## src/rtl/maxpool2x2_stream.sv

```systemverilog
// ----------------------------------------------------------------------------
// maxpool2x2_stream
//
// Streaming 2x2 / stride-2 max-pooling stage. Input pixels arrive one per
// accepted beat in raster order (row 0 col 0..IN_COLS-1, then row 1, ...).
// The pooled (IN_ROWS/2)x(IN_COLS/2) map is produced with a single
// half-width line buffer, so a full frame is never stored.
//
// Handshake (both sides): a beat transfers on a rising clock edge where
// valid & ready are both high. A producer holds valid and its payload until
// the transfer happens. in_ready is combinational: the stage accepts whenever
// its single output register is empty or is being drained this same cycle,
// and never while clr is high.
//
// Ports:
//   clk        rising-edge clock
//   rst        asynchronous active-high reset
//   clr        synchronous clear (counters, out_valid, out_last to 0)
//   in_valid   input pixel valid
//   in_ready   stage can accept an input pixel this cycle
//   in_data    signed input pixel
//   out_valid  pooled pixel valid
//   out_ready  consumer accepts the pooled pixel
//   out_data   signed maximum of the 2x2 block
//   out_row    pooled row index 0..IN_ROWS/2-1
//   out_col    pooled column index 0..IN_COLS/2-1
//   out_last   final pooled pixel of the frame (qualified by out_valid)
// ----------------------------------------------------------------------------
module maxpool2x2_stream #(
    parameter int DATA_W  = 16,
    parameter int IN_COLS = 26,
    parameter int IN_ROWS = 26,
    parameter int CNT_W   = 10
) (
    input  logic                     clk,
    input  logic                     rst,
    input  logic                     clr,
    input  logic                     in_valid,
    output logic                     in_ready,
    input  logic signed [DATA_W-1:0] in_data,
    output logic                     out_valid,
    input  logic                     out_ready,
    output logic signed [DATA_W-1:0] out_data,
    output logic        [CNT_W-1:0]  out_row,
    output logic        [CNT_W-1:0]  out_col,
    output logic                     out_last
);

    localparam int HALF = IN_COLS / 2;
    // Index width of the line buffer; at least one bit so the slice below is legal.
    localparam int K_W = (HALF > 1) ? $clog2(HALF) : 1;
    localparam logic [CNT_W-1:0] C_LAST = CNT_W'(IN_COLS - 1);
    localparam logic [CNT_W-1:0] R_LAST = CNT_W'(IN_ROWS - 1);

    if ((IN_COLS < 2) || ((IN_COLS % 2) != 0)) begin : g_bad_cols
        $error("maxpool2x2_stream: IN_COLS must be even and >= 2");
    end
    if ((IN_ROWS < 2) || ((IN_ROWS % 2) != 0)) begin : g_bad_rows
        $error("maxpool2x2_stream: IN_ROWS must be even and >= 2");
    end
    if ((IN_COLS > (1 << CNT_W)) || (IN_ROWS > (1 << CNT_W)) || (CNT_W <= K_W)) begin : g_bad_cnt
        $error("maxpool2x2_stream: CNT_W too small for IN_COLS/IN_ROWS");
    end

    function automatic logic signed [DATA_W-1:0] smax(
        input logic signed [DATA_W-1:0] a,
        input logic signed [DATA_W-1:0] b
    );
        return (a > b) ? a : b;
    endfunction

    logic        [CNT_W-1:0]  c;
    logic        [CNT_W-1:0]  r;
    logic signed [DATA_W-1:0] hold;
    logic signed [DATA_W-1:0] lbuf [0:HALF-1];
    logic        [K_W-1:0]    k;
    logic                     accept;
    logic                     col_last;
    logic                     row_last;

    // Output register is free if empty or draining this cycle; clr blocks input
    // so a clear always wins over a same-cycle beat.
    assign in_ready = !(out_valid && !out_ready) && !clr;
    assign accept   = in_valid && in_ready;
    assign k        = c[K_W:1];
    assign col_last = (c == C_LAST);
    assign row_last = (r == R_LAST);

    // Line buffer holds the pairwise max of each column pair of the even row.
    // Not reset: every entry is rewritten on an even row before the odd row reads it.
    always_ff @(posedge clk) begin
        if (accept && !r[0] && c[0]) begin
            lbuf[k] <= smax(hold, in_data);
        end
    end

    always_ff @(posedge clk or posedge rst) begin
        if (rst) begin
            c         <= '0;
            r         <= '0;
            hold      <= '0;
            out_valid <= 1'b0;
            out_last  <= 1'b0;
            out_data  <= '0;
            out_row   <= '0;
            out_col   <= '0;
        end else if (clr) begin
            c         <= '0;
            r         <= '0;
            out_valid <= 1'b0;
            out_last  <= 1'b0;
        end else begin
            if (out_valid && out_ready) begin
                out_valid <= 1'b0;
            end
            if (accept) begin
                // Raster position counters; the frame wraps with no idle cycle.
                if (col_last) begin
                    c <= '0;
                    r <= row_last ? '0 : r + 1'b1;
                end else begin
                    c <= c + 1'b1;
                end

                unique case ({r[0], c[0]})
                    2'b00: hold <= in_data;
                    2'b01: ; // line buffer written in its own process
                    2'b10: hold <= smax(lbuf[k], in_data);
                    2'b11: begin
                        // A load here overrides a same-cycle drain above.
                        out_data  <= smax(hold, in_data);
                        out_row   <= r >> 1;
                        out_col   <= CNT_W'(k);
                        out_last  <= row_last && col_last;
                        out_valid <= 1'b1;
                    end
                    default: ;
                endcase
            end
        end
    end

endmodule

```

## config.mk

```make
export PLATFORM = sky130hd
export DESIGN_NAME = maxpool2x2_stream
export DESIGN_NICKNAME = d
export VERILOG_FILES = /design/src/rtl/maxpool2x2_stream.sv
export SDC_FILE = /design/constraint.sdc
export NUM_CORES = 1
export LEC_CHECK = 0
export BUFFER_PORTS_ARGS = -buffer_cell sky130_fd_sc_hd__buf_2
export CAP_MARGIN = 15
export CORE_ASPECT_RATIO = 1.25
export CORE_UTILIZATION = 25
export CTS_CLUSTER_SIZE = 20
export DETAILED_ROUTE_END_ITERATION = 10
export GPL_ROUTABILITY_DRIVEN = 0
export GPL_TIMING_DRIVEN = 0
export PLACE_DENSITY = 0.47
export SYNTH_ARGS = -nofsm -noshare
export SYNTH_HDL_FRONTEND = slang
export SYNTH_SLANG_ARGS = --single-unit
```

## constraint.sdc

```tcl
create_clock -name clk -period 3.4 [get_ports clk]
set_input_delay 0.17 -clock clk [delete_from_list [all_inputs] [get_ports clk]]
set_output_delay 0.17 -clock clk [all_outputs]
set_load 0.03 [all_outputs]
```

======== Yosys cells after proc, flatten, opt, wreduce, memory -nomap -nowiden ========
Memories as Yosys holds them, arrays and structs flattened.
Index checks and enable logic that the tools add are counted.
storage, ports and cells
  output and inout port bits .............. 39
  word-level logic and storage cells ...... 57
  ROM bits ................................ 0
  latch bits .............................. 0
  RAM bits ................................ 208
  memories kept ........................... 1
  flip-flop bits (word level) ............. 67
operators by class
  equal/unequal tests ..................... 4
  $add $sub $neg .......................... 2
  multiply operators ...................... 0
  shifts and indexed selects .............. 0
  magnitude comparators ................... 2
  bitwise operators ....................... 1
  div/mod/pow operators ................... 0
  multiplexer cells ....................... 19
  reductions and logical operators ........ 20
memory list
  name  words  bits a word  rd ports  clocked after memory_dff  write ports  RTL line  text
  lbuf  13     16           1         0                         1            75        logic signed [DATA_W-1:0] lbuf [0:HALF-1];
operator list
  kind                                                                    number
  10-bit 2-to-1 mux                                                       7
  16-bit > comparator                                                     2
  16-bit 2-to-1 mux                                                       2
  16-bit one-hot mux with 2 select lines                                  1
  10-bit by 1-bit adder with 10-bit output, second input constant         2
  10-bit by 5-bit equality test with 1-bit output, second input constant  2
  1-bit 2-to-1 mux                                                        9
  2-bit nonzero test                                                      4
  1-bit logical AND                                                       7
  3-bit AND reduction                                                     2
  2-bit equality test, second input constant                              2
  1-bit zero test                                                         4
  2-bit AND reduction                                                     2
  2-bit zero test                                                         1
  1-bit inverter                                                          1

======== Logic depth before layout (Yosys ltp) ========
Gate-level depths: netlist of run 1.
  depth in word-level cells ............... 9
  gate-level depth with buffers ........... 14

======== Worst setup path before layout of run 1 ========
OpenSTA, ideal clock, no wires.
  path type ............................... register to register
  start ................................... register c[1]
  end ..................................... register hold[15]
  buffers on the path ..................... 4
  setup slack ............................. -0.203 ns
  library setup time ...................... 0.127 ns
  arrival time ............................ 3.476 ns
  required time ........................... 3.273 ns
  period minus slack after synthesis ...... 3.603 ns
  cell stages (with the launch flop) ...... 14
  cell sequence ........................... dfrtp_1 buf_2 buf_4 mux4_2 mux4_2 ha_1 nand4_2 o41ai_2 nor2_1 and4_1 buf_2 buf_2 o211ai_1 nand3_1
between the ends
  word-level cells in the longest chain between the ends .. 4
ends and longest elaborated chain
  item                                        RTL line  text
  from (decl)                                 72        logic [CNT_W-1:0] c;
  from (signal assigned)                      122       c <= c + 1'b1;
  memory read 13 x 16 bit (*)                 -
  16-bit > comparator                         69        return (a > b) ? a : b;
  16-bit 2-to-1 mux (*)                       69
  16-bit one-hot mux with 2 select lines (*)  125       unique case ({r[0], c[0]})
  to (signal assigned)                        126       2'b00: hold <= in_data;
  to (signal assigned)                        128       2'b10: hold <= smax(lbuf[k], in_data);
  to (decl)                                   74        logic signed [DATA_W-1:0] hold;
Mark *: on every way between the ends. The rest lies on a longest branch, timed or not.
A chain may end at the register's enable or synchronous reset.

======== Worst setup path after layout of run 1 ========
  start ................................... register c[1]
  end ..................................... register hold[0]
The elaborated chain is that of the path after synthesis.

==> metrics.yaml, run 1 <==
outcome: "complete, but fails checks"
violations: "negative setup slack"
h-tree-depth: 1
fillCellCount: 4814
fin_setup_tns_ns: -4.05
critPathKind: "reg2reg"
tightest_slew_ns: 0.900
port_buffers: 52
viasPerCell: 4.60
grt_first_pass_wirelength_microns: 49500
grtUsageMet2_pct: 26.1
synth_top_area_share_pct: 51.3
antennaDiodeCount: 0
rsz0062_at_grt: "yes"
die_w_microns: 199
cts-root-buf: "clkbuf_16"
syn_area_sq_um: 12200
clkLatencyLatePin_ns: 0.56
drv_slew: 0
nNetsFinal: 1023
cts_tree: "yes"
layout.cells.non_filler: 1631
fin_crit_sh_pct: 108
cts.sinks: 275
vdd_drop_max_mv: 0.409
reg2reg_slack_ns: -0.28
antenna_left: 0
pwr-share-clk_pct: 37.9
hold_viol: 0
firstDrtPassIters: 5
synthTopCellsByArea: "edfxtp_1, dfrtp_1, mux4_2, ha_1, nand2_1"
hold_end: "c[1]"
crit_fanout: 7
hpwl_microns: 23300
postSynthAreaPerCell_sq_um: 14.9
hold_slack_ns: 0.0533
met1_usage_pct: 15.3
fin_util_pct: 31.9
pwr-share-seq_pct: 47.4
hold_path_depth: 4
yosysWarningCount: 0
switching_power_mw: 2.23
p_int_mw: 6.29
fp.dieArea_sq_um: 49600
clk_path_buf_depth: 3
avgRoutedWirePerCell_microns: 20.2
drc: 0
async_flop_share_pct: 24.4
synth_ff_type: "edfxtp_1"
grt_max_degree: 41
vias: 7497
startpoint_type: "flip-flop"
overflow: 0
cp_data_arrival_time_ns: 4.10
dp_cells: 1536
antenna_found_initial: 0
path_clk_slew_ns: 0.07
setup_violations: 16
power.total_mw: 8.52
clock.fmax_ghz: 0.272
finClkSkew_ns: 0.0218
worstReg2RegStart: "c[1]"
hp-start: "in_valid"
grt.total_usage_pct: 13.4
slew_headroom_pct: 39.9
synth_seq_area_share_pct: 65.0
busiest_layer: "met2"
die_h_microns: 249
grt_pass1_vias: 7872
p_sw_share_pct: 26.2
pwr_density_cell_nw_per_um2: 555
coreArea_sq_um: 48200
numCtsBuffers: 27
start_util_pct: 25.3
end_kind: "flip-flop"
setup_ws_ns: -0.281
synthToLayoutAreaGrowth_pct: 26.1
rows: 90
reg2reg_to: "hold[0]"
hp-class: "in2reg"
cp.required_ns: 3.82
ios: 60
synth_area_leader_cell: "edfxtp_1"
use_met3_pct: 1.27
ys_ff_latch: 275
synth_edf_count: 208
drive_above_1_share_pct: 28.9
cap_violations: 0
drt_iter0_drc: 362
routed_wl_microns: 32900
yosysUniqueCellTypes: 53
p_comb_share_pct: 14.6
post-route-min-period_ns: 3.68
cellLeakagePower_nw: 5.58
reg2reg_depth: 14
synthCells: 816
-- cells in the mapped netlist, drive strengths merged, types with 18 or more instances --
library cell  number
a21oi             18
buf               32
clkbuf            18
dfrtp             67
edfxtp           208
ha                36
inv               22
mux4              64
nand2             87
nand3             41
nand4             26
nor2              52
o21ai             37
-- power by group through the flow --
stage                     combinational, mW  sequential [mW]  clock, mW
after floorplan                       0.655             4.20          0
after global placement                 1.13             4.11          0
after detailed placement               1.15             4.12          0
after CTS                              1.25             4.05       3.30
after global routing                   1.38             4.06       3.44
final                                  1.24             4.04       3.23
-- cell usage in the layout (no fill, tap or decap), drive strengths merged, types with 3 or more instances in the layout --
| master | Yosys | routed |
|---|---|---|
| mux4 | 64 | 64 |
| or2 | 4 | 4 |
| inv | 22 | 24 |
| nand2b | 7 | 7 |
| or4 | 3 | 3 |
| nand2 | 87 | 87 |
| o21ai | 37 | 37 |
| buf | 32 | 127 |
| nand4 | 26 | 26 |
| a31oi | 17 | 17 |
| dfrtp | 67 | 67 |
| nand3 | 41 | 41 |
| ha | 36 | 36 |
| o311ai | 3 | 3 |
| xor2 | 3 | 3 |
| xnor2 | 4 | 4 |
| nor2b | 9 | 9 |
| bufinv | 0 | 6 |
| or3 | 5 | 5 |
| clkinv | 0 | 7 |
| dlygate4sd3 | 0 | 18 |
| nor3 | 8 | 8 |
| conb | 1 | 7 |
| nor2 | 52 | 52 |
| clkbuf | 18 | 53 |
| o211ai | 17 | 17 |
| a21oi | 18 | 18 |
| edfxtp | 208 | 208 |
| a21o | 4 | 4 |
-- layout make-up --
type / count / area, sq um / area share, %
clock inverter: 17 / 239 / 1.56
timing repair buffer: 116 / 1040 / 6.76
tap: 644 / 806 / 5.24
inverter: 22 / 85.1 / 0.554
multi-input combinational: 475 / 4170 / 27.1
buffer: 49 / 403 / 2.62
clock buffer: 33 / 698 / 4.54
sequential: 275 / 7920 / 51.6
-- critical path, cell delays in order (launching register included) --
cell,delay [ns]
dfrtp_2,0.44
clkbuf_16,0.18
buf_16,0.13
buf_12,0.13
mux4_2,0.49
mux4_2,0.55
ha_4,0.29
nand4_1,0.09
buf_6,0.15
o41ai_4,0.33
nor2_1,0.11
and4_4,0.22
buf_6,0.13
o211ai_1,0.17
o211ai_1,0.11
-- kinds of logic after synthesis --
logic type                 after synthesis  share of synthesized area (%)
DFF                                    275                           65.0
and+or+nand+nor                        252                           10.0
AOI/OAI and AO/OA                      107                           5.77
other                                    1                         0.0308
buffers and inverters                   72                           2.93
adders and majority gates               36                           3.70
xor gates and xnor gates                 7                          0.503
muxes                                   66                           12.0
-- how the worst max path moves through the flow --
stage	from	end	slack [ns]	cells past startpoint
after floorplan	c[1]	hold[9]	0.01	12
after global placement	out_valid	lbuf[0][10]	-1.47	6
after detailed placement	c[2]	hold[2]	-1.00	11
after CTS	c[1]	hold[13]	-0.28	15
after global routing	c[1]	hold[0]	-0.42	14
final	c[1]	hold[0]	-0.28	14
-- stage by stage --
step                cell area, sq um  setup slack, ns
global route                   15400           -0.421
global placement               13300            -1.47
floorplan                      12300           0.0142
detailed placement             13600            -1.00
finish                         15400           -0.281
CTS                            15300           -0.281
-- timing repair --
action / in CTS / in global routing
hold endpoints to repair: 65 / 0
resized for setup: 55 / 14
pin swaps: 21 / 16
setup endpoints to repair: 16 / 216
cloned: 4 / 0
buffers inserted: 19 / 5
hold buffers: 18 / 0
-- metal layers --
metal | vias up | share of wire, %
li1 | 3439 | -
met1 | 3877 | 39
met2 | 141 | 56
met3 | 40 | 2.9
met4 | 0 | 2.0
met5 | - | 0
-- sequential cells by signal (all words and copies together) (netlist names) --
register and cells:
r 10, out_last 1, c 10, out_data 16
out_col 4, lbuf 208, out_valid 1, out_row 9
hold 16
Note: power is estimated with default switching activity, not from simulation.
==> run 2, diff against run 1 <==
PLACE_DENSITY = 0.46   (was 0.47)
==> metrics.yaml, run 2 (synthesized netlist as in run 1, its figures left out) <==
drc: 0
cap_violations: 0
rsz0062_at_grt: "yes"
start_util_pct: 25.3
port_buffers: 52
die_w_microns: 199
largest_reg_flops: 208
viasPerCell: 4.59
cp_data_arrival_time_ns: 4.08
grt_max_degree: 38
cpPeakStageDelay_ns: 0.57
dp_cells: 1536
tightest_slew_ns: 0.719
drive_above_1_share_pct: 27.3
vias: 7420
h-tree-depth: 1
clk_path_buf_depth: 3
end_kind: "flip-flop"
cts.sinks: 275
hold_viol: 0
setup_ws_ns: -0.255
crit_fanout: 10
grt.total_usage_pct: 13.0
crit_slowest_cell: "mux4_2"
clock.fmax_ghz: 0.274
synthToLayoutAreaGrowth_pct: 24.3
antenna_left: 0
power.total_mw: 8.31
numCtsBuffers: 28
outcome: "complete, but fails checks"
clkLatencyLatePin_ns: 0.56
layout_common_cells: "edfxtp_1, nand2_1, dfrtp_1"
postLayoutCellArea_sq_um: 15100
ios: 60
drv_slew: 0
placed_cell_area_sq_um: 13600
layout_commonest_cell: "edfxtp_1"
cellLeakagePower_nw: 5.46
pwr_density_cell_nw_per_um2: 549
finClkSkew_ns: 0.0163
drt_iter0_drc: 387
antennaDiodeCount: 0
violations: "negative setup slack"
largest_register: "lbuf"
die_h_microns: 249
critPathKind: "reg2reg"
path_clk_slew_ns: 0.06
grt_first_pass_wirelength_microns: 47900
setup_violations: 16
hpwl_microns: 23300
cts_tree: "yes"
avgRoutedWirePerCell_microns: 19.7
fp.dieArea_sq_um: 49600
slew_headroom_pct: 52.0
fin_crit_sh_pct: 108
startpoint_type: "flip-flop"
routed_wl_microns: 31800
layout.cells.non_filler: 1617
cts-root-buf: "clkbuf_16"
post-route-min-period_ns: 3.66
nNetsFinal: 1011
rows: 90
antenna_found_initial: 0
cp_cell_sequence: "buf_12 > buf_12 > mux4_2 > mux4_2 > ha_4 > nand4_1 > buf_6 > o41ai_4 > inv_2 > o311a_4 > buf_4 > o211ai_1 > nand3_1"
vdd_drop_max_mv: 0.349
reg.largest.list: "lbuf x208, hold x16, out_data x16"
overflow: 0
firstDrtPassIters: 4
hp-class: "in2reg"
coreArea_sq_um: 48200
cp.required_ns: 3.82
grt_pass1_vias: 7830
[run 2: changes by cell type in the layout (fill, tap and decap cells not counted), moves of 2 or more]
cell / previous run / this run
buf_4: 25 / 23
nand2_2: 4 / 0
buf_6: 23 / 14
clkinvlp_2: 2 / 0
bufinv_16: 6 / 3
nand2_1: 83 / 87
clkinv_1: 5 / 7
clkinvlp_4: 0 / 3
[run 2: critical path: cells and delay by family (launching register included)]
| family | cells | cell delay, ns |
|---|---|---|
| AO/OA/AOI/OAI | 3 | 0.76 |
| adder cells (fa/ha/maj) | 1 | 0.31 |
| buffers and inverters | 5 | 0.75 |
| flip-flops | 1 | 0.40 |
| multiplexers | 2 | 1.09 |
| AND/OR/NAND/NOR | 2 | 0.18 |
[run 2: per-stage QoR]
| step | util (%) | hold slack, ns | setup WS [ns] | TNS (ns) |
|---|---|---|---|---|
| 5_1_grt | 31.4 | 0.0620 | -0.368 | -5.41 |
| 3_3_place_gp | 27.6 | 0.457 | -1.51 | -150.87 |
| 3_5_place_dp | 28.3 | 0.219 | -0.874 | -12.55 |
| 2_1_floorplan | - | 0.325 | 0.0142 | 0 |
| 6_report | 31.4 | 0.0410 | -0.255 | -3.59 |
| 4_1_cts | 31.3 | 0.0150 | -0.243 | -3.50 |
[run 2: where the power goes]
part / internal [mW] / switching [mW] / total, mW
registers: 3.97 / 0.0698 / 4.04
clock network: 1.77 / 1.28 / 3.05
logic: 0.382 / 0.840 / 1.22
total: 6.13 / 2.19 / 8.31
[run 2: routing by layer]
layer  wire [microns]  global-route usage (%)  share of wire (%)  vias to the layer above
li1                 -                       -                  -                     3429
met1            12600                    14.8                 40                     3814
met2            17400                    24.5                 55                      128
met3              908                    1.42                2.9                       49
met4              901                    4.47                2.8                        0
met5                0                       0                  0                        -
[run 2: layout make-up]
class | count | area, sq um
fill | 4812 | 33100
clock inverter | 14 | 144
buffer | 49 | 393
inverter | 22 | 85.1
clock buffer | 35 | 748
multi-input combinational | 475 | 4170
sequential | 275 | 7920
timing repair buffer | 103 | 865
tap | 644 | 806
[run 2: timing repair]
item                                    in CTS  in global routing
hold buffers                                18                  0
cloned                                       2                  0
endpoints found under the setup margin      16                105
hold endpoints to repair                    63                  0
resized for setup                           44                  9
pin swaps                                   21                 16
buffers inserted                            13                  1
[run 2: final timing paths]
check	start	end	slack [ns]	depth (start not counted)
max	c[1]	hold[12]	-0.26	13
min	in_valid	c[1]	0.04	4
max reg2reg	c[1]	hold[12]	-0.26	13
min reg2reg	out_row[1]	out_row[1]	0.47	2
max in group asynchronous	rst	out_col[1]	2.65	4
min in group asynchronous	rst	out_data[1]	0.19	3
